## src/rtl/ghost_pkg.sv

```systemverilog
// Shared types and helpers for the ghost movement controller.
// Direction encoding matches the dir output; legal vectors are {up,down,right,left}.
package ghost_pkg;

    typedef enum logic [1:0] {
        UP    = 2'd0,
        DOWN  = 2'd1,
        RIGHT = 2'd2,
        LEFT  = 2'd3
    } dir_t;

    typedef enum logic [1:0] {
        IDLE   = 2'd0,
        RUN    = 2'd1,
        FRIGHT = 2'd2,
        OVER   = 2'd3
    } game_state_t;

    localparam int LEGAL_UP    = 3;
    localparam int LEGAL_DOWN  = 2;
    localparam int LEGAL_RIGHT = 1;
    localparam int LEGAL_LEFT  = 0;

    localparam logic [7:0] LFSR_SEED = 8'hA5;

    function automatic dir_t opposite(input dir_t d);
        case (d)
            UP:      return DOWN;
            DOWN:    return UP;
            RIGHT:   return LEFT;
            default: return RIGHT;
        endcase
    endfunction

    function automatic logic is_legal(input logic [3:0] legal, input dir_t d);
        case (d)
            UP:      return legal[LEGAL_UP];
            DOWN:    return legal[LEGAL_DOWN];
            RIGHT:   return legal[LEGAL_RIGHT];
            default: return legal[LEGAL_LEFT];
        endcase
    endfunction

endpackage

```

## src/rtl/ghost_dir_sel.sv

```systemverilog
// Per-ghost heading register with the maze-aware direction priority.
// A reverse request flips the heading (if legal) without producing a step.
module ghost_dir_sel
    import ghost_pkg::*;
(
    input  logic       clk,
    input  logic       reset,
    input  logic       active,
    input  logic       step_en,
    input  logic       reverse_req,
    input  logic [3:0] legal,
    input  dir_t       cand,
    output dir_t       dir,
    output logic       step,
    output logic       hold
);

    dir_t dir_q;
    dir_t rev;
    dir_t pick;
    dir_t try_dir;
    logic found;
    logic step_q;
    logic hold_q;

    // Priority: candidate, keep heading, first non-reverse, reverse, else blocked.
    always_comb begin
        rev     = opposite(dir_q);
        pick    = dir_q;
        found   = 1'b0;
        try_dir = UP;
        if (is_legal(legal, cand) && cand != rev) begin
            pick  = cand;
            found = 1'b1;
        end else if (is_legal(legal, dir_q)) begin
            pick  = dir_q;
            found = 1'b1;
        end else begin
            for (int i = 0; i < 4; i++) begin
                try_dir = dir_t'(2'(i));
                if (!found && is_legal(legal, try_dir) && try_dir != rev) begin
                    pick  = try_dir;
                    found = 1'b1;
                end
            end
            if (!found && is_legal(legal, rev)) begin
                pick  = rev;
                found = 1'b1;
            end
        end
    end

    always_ff @(posedge clk) begin
        if (reset) begin
            dir_q  <= UP;
            step_q <= 1'b0;
            hold_q <= 1'b1;
        end else begin
            step_q <= 1'b0;
            if (!active) begin
                hold_q <= 1'b1;
            end else if (reverse_req) begin
                if (is_legal(legal, rev)) dir_q <= rev;
            end else if (step_en) begin
                if (found) begin
                    dir_q  <= pick;
                    step_q <= 1'b1;
                    hold_q <= 1'b0;
                end else begin
                    hold_q <= 1'b1;
                end
            end
        end
    end

    assign dir  = dir_q;
    assign step = step_q;
    assign hold = hold_q | ~active;

endmodule

```

## src/rtl/ghost_mover.sv

```systemverilog
// Game FSM, movement tick divider, frightened timer and LFSR shared by all ghosts.
// Each ghost's heading and step pulse come from its own ghost_dir_sel instance.
module ghost_mover
    import ghost_pkg::*;
#(
    parameter int NUM_GHOSTS   = 4,
    parameter int TICK_DIV     = 8,
    parameter int FRIGHT_TICKS = 32
) (
    input  logic                    clk,
    input  logic                    reset,
    input  logic                    start,
    input  logic                    win,
    input  logic                    lose,
    input  logic                    power,
    input  logic [4*NUM_GHOSTS-1:0] legal,
    input  logic [2*NUM_GHOSTS-1:0] pref_dir,
    output logic [2*NUM_GHOSTS-1:0] dir,
    output logic [NUM_GHOSTS-1:0]   step,
    output logic [NUM_GHOSTS-1:0]   hold,
    output logic                    frightened,
    output logic [1:0]              state
);

    localparam int TW = $clog2(TICK_DIV);
    localparam int FW = $clog2(FRIGHT_TICKS + 1);

    game_state_t   state_q;
    game_state_t   state_d;
    logic [TW-1:0] tick_cnt;
    logic [FW-1:0] fright_cnt;
    logic [FW-1:0] fright_d;
    logic          parity;
    logic [7:0]    lfsr;
    logic          running;
    logic          tick;
    logic          ending;
    logic          step_en;
    logic          reverse_req;

    assign running     = (state_q == RUN) || (state_q == FRIGHT);
    assign tick        = running && (tick_cnt == TW'(TICK_DIV - 1));
    assign ending      = lose | win;
    // Frightened ghosts move on every other tick only.
    assign step_en     = tick && !ending && ((state_q == RUN) || ((state_q == FRIGHT) && parity));
    assign reverse_req = (state_q == RUN) && power && !ending;

    always_comb begin
        state_d  = state_q;
        fright_d = fright_cnt;
        case (state_q)
            IDLE: if (start) state_d = RUN;
            RUN: begin
                if (ending) begin
                    state_d = OVER;
                end else if (power) begin
                    state_d  = FRIGHT;
                    fright_d = FW'(FRIGHT_TICKS);
                end
            end
            FRIGHT: begin
                if (ending) begin
                    state_d = OVER;
                end else if (power) begin
                    fright_d = FW'(FRIGHT_TICKS);
                end else if (tick) begin
                    if (fright_cnt == FW'(1)) begin
                        state_d  = RUN;
                        fright_d = '0;
                    end else begin
                        fright_d = fright_cnt - 1'b1;
                    end
                end
            end
            OVER: if (start) state_d = IDLE;
            default: state_d = IDLE;
        endcase
    end

    always_ff @(posedge clk) begin
        if (reset) begin
            state_q    <= IDLE;
            fright_cnt <= '0;
            tick_cnt   <= '0;
            parity     <= 1'b0;
            lfsr       <= LFSR_SEED;
        end else begin
            state_q    <= state_d;
            fright_cnt <= fright_d;
            tick_cnt   <= running ? (tick ? '0 : tick_cnt + 1'b1) : '0;
            parity     <= (state_q == FRIGHT) ? (tick ? ~parity : parity) : 1'b0;
            lfsr       <= {lfsr[6:0], lfsr[7] ^ lfsr[5] ^ lfsr[4] ^ lfsr[3]};
        end
    end

    for (genvar g = 0; g < NUM_GHOSTS; g++) begin : g_ghost
        dir_t cand;
        dir_t ghost_dir;

        assign cand = (state_q == FRIGHT) ? dir_t'(lfsr[2*g+1 -: 2])
                                          : dir_t'(pref_dir[2*g+1 -: 2]);

        ghost_dir_sel u_sel (
            .clk         (clk),
            .reset       (reset),
            .active      (running),
            .step_en     (step_en),
            .reverse_req (reverse_req),
            .legal       (legal[4*g+3 -: 4]),
            .cand        (cand),
            .dir         (ghost_dir),
            .step        (step[g]),
            .hold        (hold[g])
        );

        assign dir[2*g+1 -: 2] = ghost_dir;
    end

    assign frightened = (state_q == FRIGHT);
    assign state      = state_q;

endmodule

```

## config.mk

```make
export PLATFORM = sky130hd
export DESIGN_NAME = ghost_mover
export DESIGN_NICKNAME = d
export VERILOG_FILES = /design/src/rtl/ghost_pkg.sv /design/src/rtl/ghost_dir_sel.sv /design/src/rtl/ghost_mover.sv
export SDC_FILE = /design/constraint.sdc
export NUM_CORES = 1
export LEC_CHECK = 0
export ABC_CLOCK_PERIOD_IN_PS = 3300
export CAP_MARGIN = 20
export CORE_ASPECT_RATIO = 1.1
export CORE_MARGIN = 3
export CORE_UTILIZATION = 54
export DETAILED_ROUTE_END_ITERATION = 7
export PLACE_DENSITY = 0.81
export SLEW_MARGIN = 5
export SYNTH_ARGS = -nofsm -noshare
export SYNTH_HDL_FRONTEND = slang
export SYNTH_SLANG_ARGS = --single-unit
```

## constraint.sdc

```tcl
create_clock -name clk -period 3.3 [get_ports clk]
set_clock_uncertainty 0.15 [all_clocks]
set_input_delay 0.495 -clock clk [delete_from_list [all_inputs] [get_ports clk]]
set_output_delay 0.495 -clock clk [all_outputs]
set_load 0.005 [all_outputs]
```

==> run_results.csv <==
group,metric,value,unit
status,status,"completed",
floorplan,num_rows,27,
flow_run,cap_viol_max_count,0,
grt,grt_pass1_vias,2684,
setup_path,path_cells,"inv_1, ha_1, buf_4, nand3b_1, a21oi_2, nand2_1, or3_1, o211ai_1",
placed_design,post-dp-hpwl,4980,um
timing,slew_headroom,62.8,%
detailed_routing,via_per_inst,6.04,
final_layout,diodes,0,
floorplan,die_area,0.00654,mm^2
timing,finalCritPeriodShare,83.4,%
timing,rsz0062_at_grt,"false",
detailed_routing,totalWireLength,6980,um
grt,antenna_found_initial,0,
synth,ys_async_sr_fraction,0,%
grt,grt_pass1_wl,12500,um
power,vdd_drop_max,0.000357,V
synth,synth_edf_count,0,
synth,synth_top_area_share,23.8,%
setup_path,cp_num_buf_inv,2,
clock_network,h-tree-depth,2,
grt,overflow,0,
setup_path,crit_slowest_cell,"or3_1",
detailed_routing,first_pass_iters,4,
clock_network,cts_buffer_depth,2,
synth,seq_area_frac_synth,23.8,%
final_layout,drive_gt1_share,9.38,%
synth,yosysTopAreaCell,"dfxtp_1",
timing,setup-tns-final,0,ns
timing,drv_slew,0,
synth,yosys_most_used_dff,"dfxtp_1",
detailed_routing,drcViolationCount,0,
clock_network,cts.sinks,36,
placed_design,place.gp.congestion,0.852,
synth,ys_top_cells_by_area,"dfxtp_1 24%, mux4_2 5.2%, nor2_1 4.7%",
setup_path,critical-path-max-stage-delay,0.45,ns
floorplan,core_area,0.00520,mm^2
synth,avgSynthCellArea,7.90,um^2
final_layout,areaGrowthSynthToFinish,16.9,%
detailed_routing,num_vias,2880,
clock_network,cts_setup_buffers,0,
final_layout,nets,443,
timing,setup_violations,0,
synth,syn_nets,422,
synth,yosysMostFrequentCell,"nor2_1",
grt,grt_use_total,22.6,%
floorplan,initial_utilization,58.2,%
clock_network,clk_latency,0.30,ns
final_layout,nFillCells,452,
clock_network,path_clk_slew,0.08,ns
worst_hold_path,holdPathStages,1,
floorplan,ios,49,
setup_path,cp_max_fo,17,
setup_path,worstRegToRegCells,8,
setup_path,cp.depth,8,
clock_network,root_buffer,"clkbuf_8",
clock_network,cts_tree,"done",
power,p_per_area,437,mW/mm^2
final_layout,final_core_util,68.0,%
floorplan,die_w,77.4,um
grt,grt_max_degree,19,
synth,yosys_register_bits,36,
setup_path,crit_path_end_kind,"register",
synth,syn_area,0.00303,mm^2
timing,whs,0.282,ns
setup_path,crit_type,"reg -> reg",
setup_path,cp.arrival,2.82,ns
timing,fmax,0.363,GHz
synth,synthCells,383,
synth,synth_cell_types,69,
timing,hold_violations,0,
clock_network,holdBufCountCts,0,
synth,synthTopCellsByCount,"38 x nor2_1, 36 x dfxtp_1, 34 x nand2_1, 24 x clkbuf_1, 21 x o21ai_0",
worst_hold_path,hp-class,"reg -> reg",
synth,yosys_warnings,0,
clock_network,postCtsResizedCells,0,
power,power_leakage,1.32,nW
detailed_routing,drt-initial-drc-count,176,
clock_network,numCtsBuffers,5,
setup_path,crit_required,3.37,ns
timing,tightest_slew,0.558,ns
floorplan,die_h,84.5,um
placed_design,numPortBuffers,48,
detailed_routing,avgRoutedWirePerCell,14.6,um
timing,period_minus_slack,2.75,ns
detailed_routing,ant_nets,0,
power,finalPower,1.55,mW
setup_path,path_delay_family,"simple AND/OR/NAND/NOR gates",
setup_path,cp-start-kind,"register",
[report_power, final]
part	leakage, nW	internal, mW	switching [mW]
clock network	0.0552	0.224	0.166
registers	0.294	0.471	0.0399
logic	0.968	0.292	0.354
[layout make-up]
class	count	area, um^2	area share [%]
clock buffer	6	72.6	2.05
clock inverter	2	35.0	0.990
inverter	11	41.3	1.17
multi-input combinational	299	2080	58.7
sequential	36	721	20.4
tap	72	90.1	2.55
timing repair buffer	51	503	14.2
[layout by cell type, fill, tap and decap left out, drive strengths merged, types with 5 or more instances in the layout]
| cell type | count |
|---|---|
| clkdlybuf4s50 | 48 |
| nor2 | 38 |
| dfxtp | 36 |
| nand2 | 34 |
| o21ai | 22 |
| nor3 | 19 |
| a21oi | 18 |
| nand2b | 14 |
| mux2i | 12 |
| inv | 11 |
| nor2b | 10 |
| ha | 9 |
| xnor2 | 7 |
| mux4 | 7 |
| nand3 | 7 |
| o211ai | 6 |
| and3 | 6 |
| clkbuf | 6 |
| and2 | 5 |
| or3 | 5 |
| mux2 | 5 |
| or2 | 5 |
[path summary, 6_finish.rpt]
kind / endpoint / start / slack [ns]
hold / removal: tick_cnt[0] / tick_cnt[0] / 0.28
setup reg to reg: g_ghost[0].u_sel.dir[0] / state[0] / 0.55
hold reg to reg: tick_cnt[0] / tick_cnt[0] / 0.28
setup / recovery: g_ghost[0].u_sel.dir[0] / state[0] / 0.55
[cell families after synthesis]
group           count (synthesis)  synth area share, %
compound gates                 96                 22.8
mux                            24                 12.0
buf+inv                        48                 7.57
xor+xnor                       11                 3.18
simple gates                  159                 26.9
flops                          36                 23.8
fa+ha+maj                       9                 3.72
[flip-flops by register name, indices dropped and copies added (netlist names)]
name                  cells
tick_cnt                  3
g_ghost.u_sel.dir         8
parity                    1
state                     2
g_ghost.u_sel.hold_q      4
fright_cnt                6
g_ghost.u_sel.step        4
lfsr                      8
[metal layers]
metal  routed length, um  GRT usage (%)  share of wire (%)
met1                3280           29.0                 47
met2                3290           38.7                 47
met3                 313           4.51                4.5
met4                  89           5.66                1.3
met5                   0              0                  0
[metrics by stage]
stage	area [um^2]	setup WS [ns]	std cells
6_report	3540	0.548	477
5_1_grt	3540	0.293	477
4_1_cts	3540	0.529	477
3_5_place_dp	3430	0.486	469
3_3_place_gp	3430	0.549	469
2_1_floorplan	3030	0.766	383
(Power assumes the default switching activity.)
